### config.mk
export PLATFORM = sky130hd
export DESIGN_NAME = instr_fetch_seq
export DESIGN_NICKNAME = d
export VERILOG_FILES = /design/src/rtl/instr_fetch_seq.sv
export SDC_FILE = /design/constraint.sdc
export NUM_CORES = 1
export LEC_CHECK = 0
export BUFFER_PORTS_ARGS = -buffer_cell sky130_fd_sc_hd__buf_2
export CAP_MARGIN = 25
export CORE_ASPECT_RATIO = 1.75
export CORE_MARGIN = 2
export CORE_UTILIZATION = 50
export DETAILED_ROUTE_END_ITERATION = 7
export HOLD_SLACK_MARGIN = 0.03
export PLACE_DENSITY_LB_ADDON = 0.12
export SYNTH_ARGS = -nofsm -noshare
export SYNTH_HDL_FRONTEND = slang
export SYNTH_SLANG_ARGS = --single-unit
export TNS_END_PERCENT = 5
### constraint.sdc
create_clock -name clk -period 6.3 [get_ports clk]
set_clock_uncertainty 0.2 [all_clocks]
set_input_delay 1.89 -clock clk [delete_from_list [all_inputs] [get_ports clk]]
set_output_delay 1.89 -clock clk [all_outputs]
set_load 0.005 [all_outputs]
### src/rtl/instr_fetch_seq.sv
// Instruction pointer and fetch sequencer for one core.
// Walks FETCH/LOAD/EXEC and stalls in WAIT on trigger, sync or fproc inputs.
module instr_fetch_seq #(
    parameter int MEM_ADDR_W = 8,
    parameter int INSTR_W    = 128
) (
    input  logic                  clk,
    input  logic                  rst_n,
    input  logic                  enable,
    output logic [MEM_ADDR_W-1:0] mem_addr,
    input  logic [INSTR_W-1:0]    mem_data,
    output logic [INSTR_W-1:0]    instr,
    output logic [7:0]            opcode,
    output logic                  instr_valid,
    input  logic [1:0]            inst_ptr_load_en,
    input  logic [2:0]            inst_ptr_en_sel,
    input  logic [MEM_ADDR_W-1:0] jump_addr,
    input  logic                  alu_cond,
    input  logic                  halt,
    input  logic                  pulse_trig_ready,
    input  logic                  sync_in_valid,
    input  logic                  fproc_in_valid,
    output logic                  done,
    output logic                  err
);

    typedef enum logic [2:0] {
        IDLE, FETCH, LOAD, EXEC, WAIT, HALT
    } state_e;

    state_e                state_q, state_d;
    logic [MEM_ADDR_W-1:0] ptr_q, ptr_d;
    logic [INSTR_W-1:0]    instr_q, instr_d;
    logic [1:0]            load_q, load_d;
    logic [2:0]            sel_q, sel_d;
    logic [MEM_ADDR_W-1:0] jump_q, jump_d;
    logic                  alu_q, alu_d;
    logic                  err_q, err_d;

    logic [1:0]            cur_load;
    logic [2:0]            cur_sel;
    logic [MEM_ADDR_W-1:0] cur_jump;
    logic                  cur_alu;
    logic                  go;
    logic [MEM_ADDR_W-1:0] next_ptr;

    always_ff @(posedge clk or negedge rst_n) begin
        if (!rst_n) begin
            state_q <= IDLE;
            ptr_q   <= '0;
            instr_q <= '0;
            load_q  <= '0;
            sel_q   <= '0;
            jump_q  <= '0;
            alu_q   <= 1'b0;
            err_q   <= 1'b0;
        end else begin
            state_q <= state_d;
            ptr_q   <= ptr_d;
            instr_q <= instr_d;
            load_q  <= load_d;
            sel_q   <= sel_d;
            jump_q  <= jump_d;
            alu_q   <= alu_d;
            err_q   <= err_d;
        end
    end

    // EXEC decides on the live decoder fields, WAIT on the latched copy
    always_comb begin
        cur_load = inst_ptr_load_en;
        cur_sel  = inst_ptr_en_sel;
        cur_jump = jump_addr;
        cur_alu  = alu_cond;
        if (state_q == WAIT) begin
            cur_load = load_q;
            cur_sel  = sel_q;
            cur_jump = jump_q;
            cur_alu  = alu_q;
        end
    end

    always_comb begin
        go = 1'b1;
        case (cur_sel)
            3'd1:    go = pulse_trig_ready;
            3'd2:    go = sync_in_valid;
            3'd3:    go = fproc_in_valid;
            default: go = 1'b1;
        endcase
    end

    always_comb begin
        next_ptr = ptr_q + MEM_ADDR_W'(1);
        case (cur_load)
            2'b01:   next_ptr = cur_jump;
            2'b10:   next_ptr = cur_alu ? cur_jump : ptr_q + MEM_ADDR_W'(1);
            default: next_ptr = ptr_q + MEM_ADDR_W'(1);
        endcase
    end

    always_comb begin
        state_d = state_q;
        ptr_d   = ptr_q;
        instr_d = instr_q;
        load_d  = load_q;
        sel_d   = sel_q;
        jump_d  = jump_q;
        alu_d   = alu_q;
        err_d   = err_q;
        if (!enable) begin
            state_d = IDLE;
            ptr_d   = '0;
        end else begin
            case (state_q)
                IDLE: begin
                    ptr_d   = '0;
                    state_d = FETCH;
                end
                FETCH: state_d = LOAD;
                LOAD: begin
                    instr_d = mem_data;
                    state_d = EXEC;
                end
                EXEC: begin
                    if (halt) begin
                        state_d = HALT;
                    end else begin
                        if (cur_load == 2'b11 || cur_sel[2])
                            err_d = 1'b1;
                        if (go) begin
                            ptr_d   = next_ptr;
                            state_d = FETCH;
                        end else begin
                            load_d  = cur_load;
                            sel_d   = cur_sel;
                            jump_d  = cur_jump;
                            alu_d   = cur_alu;
                            state_d = WAIT;
                        end
                    end
                end
                WAIT: begin
                    if (go) begin
                        ptr_d   = next_ptr;
                        state_d = FETCH;
                    end
                end
                HALT:    state_d = HALT;
                default: state_d = IDLE;
            endcase
        end
    end

    assign mem_addr    = ptr_q;
    assign instr       = instr_q;
    assign opcode      = instr_q[INSTR_W-1 -: 8];
    assign instr_valid = (state_q == EXEC);
    assign done        = (state_q == HALT);
    assign err         = err_q;

endmodule

==> flow_summary.toml <==
[global_route]
gr-total-overflow = 0
grt_antenna_before_repair = 1
grt_usage = 0.2368
grt_pass1_wl_um = 24800
grt_pass1_vias = 5098
grt_max_degree = 68

[routing]
via_per_inst = 5.135
drc = 0
drt_pass1_iterations = 4
ant_nets = 0
wl_per_cell_um = 17.79
vias = 4637
routed_wirelength_um = 16070
drtIter0Drc = 157

[worst_hold_path]
holdCritPathClass = "reg2reg"
min-delay-start = "jump_q[6]$_DFFE_PN0P_"

[yosys]
synthesis.nets = 583
synthCells = 430
yosysSeqAreaShare = 0.6007
synth-seq-cells = 154
ys.warnings.count = 0
async_reset_ff_frac = 1.000
postSynthAreaPerCell_sq_um = 14.92
ys_types = 50
synth_ff_type = "dfrtp_1"
syn_area_sq_um = 6415
synth_edf_count = 0

[place]
gp_congestion = 0.8537
portBuffers = 295
hpwl_um = 12170
placed_area_sq_um = 7979

[worst_setup_path]
worstPathMaxFanout = 17
crit_required_ns = 6.39
worstPathArrival_ns = 3.71
crit_path_end_kind = "register"
crit_path_start_kind = "input port"
reg2reg_from = "state_q[1]$_DFFE_PN0P_"
slowest_stage = "nor4_4"
max_stage_delay_ns = 0.86
critPathKind = "in2reg"
crit_start = "sync_in_valid"
worstPathCellList = "buf_2, nor3b_1, a211oi_4, nor4_4, mux2_2"

[die]
ios = 296
die_area_sq_um = 13790
die_h_um = 153.8
core.rowCount = 54
core_area_sq_um = 12500
die_x_um = 89.63
initial_utilization = 0.5132

[final_layout]
multi_input_area_sq_um = 2376
layout.nets = 874
fin_util = 0.6862
layout_commonest_cell = "buf_2"
drive_gt1_frac = 0.6512
nFillCells = 947
final_cell_mix = "buf_2, dfrtp_1, mux2_2"
post-route-cell-area_sq_um = 8577
area_delta_synth_final_pct = 33.70
seq_area_sq_um = 3854

[cts]
cts_tree = "built"
clock_path_buffers = 2
cts-buffers-inserted = 17
cts_resized = 0
h-tree-depth = 4
cts.sinks = 154
postCtsHoldBufs = 0
ctsRootBufferMaster = "clkbuf_16"
postCtsSetupBuffers = 0
path_clk_slew_ns = 0.06
clock_latency_ns = 0.41

[timing]
post-route-period-util = 0.5745
hold_viol = 0
hold_ws_ns = 0.2869
maxSlewViolCount = 0
rsz0062_at_grt = "false"
fmax_mhz = 276.3
worst_pin_slew_ns = 0.9739
fin_crit_ns = 3.619
finalSetupViolCount = 0
slew_headroom = 0.3459
tns_ns = 0

[run]
cap_violations = 0

[pwr]
p_clk_frac = 0.267
p_switching_w = 0.001098
seqPwrFrac = 0.437
p_comb_frac = 0.296
leakage_nw = 4.203
totalPowerFinal_w = 0.003800
swShare = 0.2890
vdd_drop_max_mv = 0.2487
p_int_w = 0.002702
power_per_cell_area_nw_per_um2 = 443.0

[status]
status = "completed"
==> Yosys cell counts, types with 2 or more instances <==
library cell | n | share of area
and3_1 | 3 | 0.0029
buf_4 | 9 | 0.011
buf_6 | 2 | 0.0035
a21oi_1 | 5 | 0.0039
o22ai_1 | 4 | 0.0039
mux2_1 | 3 | 0.0053
nor2_1 | 8 | 0.0047
o32a_1 | 6 | 0.0094
mux2_2 | 135 | 0.24
nand3_1 | 6 | 0.0047
o21ai_0 | 6 | 0.0047
nand2_1 | 9 | 0.0053
o21a_1 | 2 | 0.0023
dfrtp_1 | 154 | 0.60
mux2i_1 | 10 | 0.016
clkbuf_1 | 3 | 0.0018
inv_1 | 5 | 0.0029
o211ai_1 | 2 | 0.0023
o2bb2ai_1 | 7 | 0.0096
ha_1 | 4 | 0.0078
nor2b_1 | 2 | 0.0020
and3b_1 | 2 | 0.0027
nor3b_1 | 3 | 0.0035
buf_2 | 14 | 0.011
==> worst paths after layout <==
kind | slack [ns] | cells past startpoint | end
setup / recovery | 2.68 | 5 | jump_q[5]$_DFFE_PN0P_
hold / removal | 0.29 | 1 | jump_q[6]$_DFFE_PN0P_
min in group asynchronous | 1.25 | 1 | instr[103]$_DFFE_PN0P_
setup reg to reg | 3.36 | 5 | jump_q[5]$_DFFE_PN0P_
hold reg to reg | 0.29 | 1 | jump_q[6]$_DFFE_PN0P_
max in group asynchronous | 3.58 | 2 | mem_addr[5]$_DFFE_PN0P_
==> logic make-up (layout without fill, tap and decap cells) <==
kind of cell,Yosys count,after routing,share of synthesized area
XOR/XNOR,1,1,0.001366
other,0,1,0
flip-flops,154,154,0.6007
adder cells (fa/ha/maj),4,4,0.007802
multiplexers,149,149,0.2602
buffers and inverters,33,337,0.02965
AO/OA/AOI/OAI,45,45,0.05910
AND/OR/NAND/NOR,44,44,0.04116
==> power by group through the flow <==
stage / Sequential (W) / Clock [W] / Combinational (W)
global route: 0.00172 / 0.00108 / 0.00123
finish: 0.00166 / 0.00102 / 0.00113
global placement: 0.00164 / 0 / 0.00112
floorplan: 0.00169 / 0 / 0.000502
CTS: 0.00166 / 0.00104 / 0.00115
detailed placement: 0.00167 / 0 / 0.00115
==> registers in the layout, indices dropped and copies added (netlist names) <==
name	cells
instr	128
jump_q	8
mem_addr	8
sel_q	3
state_q	3
load_q	2
alu_q	1
err	1
==> worst max-delay path, delay by kind of cell <==
family          cells  cell delay (ns)
simple gates        2             1.18
buf+inv             1             0.10
compound gates      1             0.11
mux                 1             0.41
==> metal layers <==
layer,global-route usage,wire length [um]
met2,0.4114,8804
met4,0.1201,537
met1,0.2446,5582
met5,0,0
met3,0.07783,1141
==> per-stage QoR <==
step / std cells / setup slack (ns)
after floorplan: 430 / 2.693
after global placement: 870 / 2.270
after detailed placement: 870 / 2.204
after CTS: 902 / 2.666
after global routing: 903 / 2.568
final: 903 / 2.681
==> layout make-up <==
class	instances	area share
sequential	154	0.4493
multi-input combinational	243	0.2770
timing repair buffer	300	0.1772
clock buffer	21	0.05368
tap	168	0.02451
clock inverter	11	0.01575
inverter	5	0.002188
antenna	1	0.0002918
No activity file was read; power rests on OpenSTA's default activity.
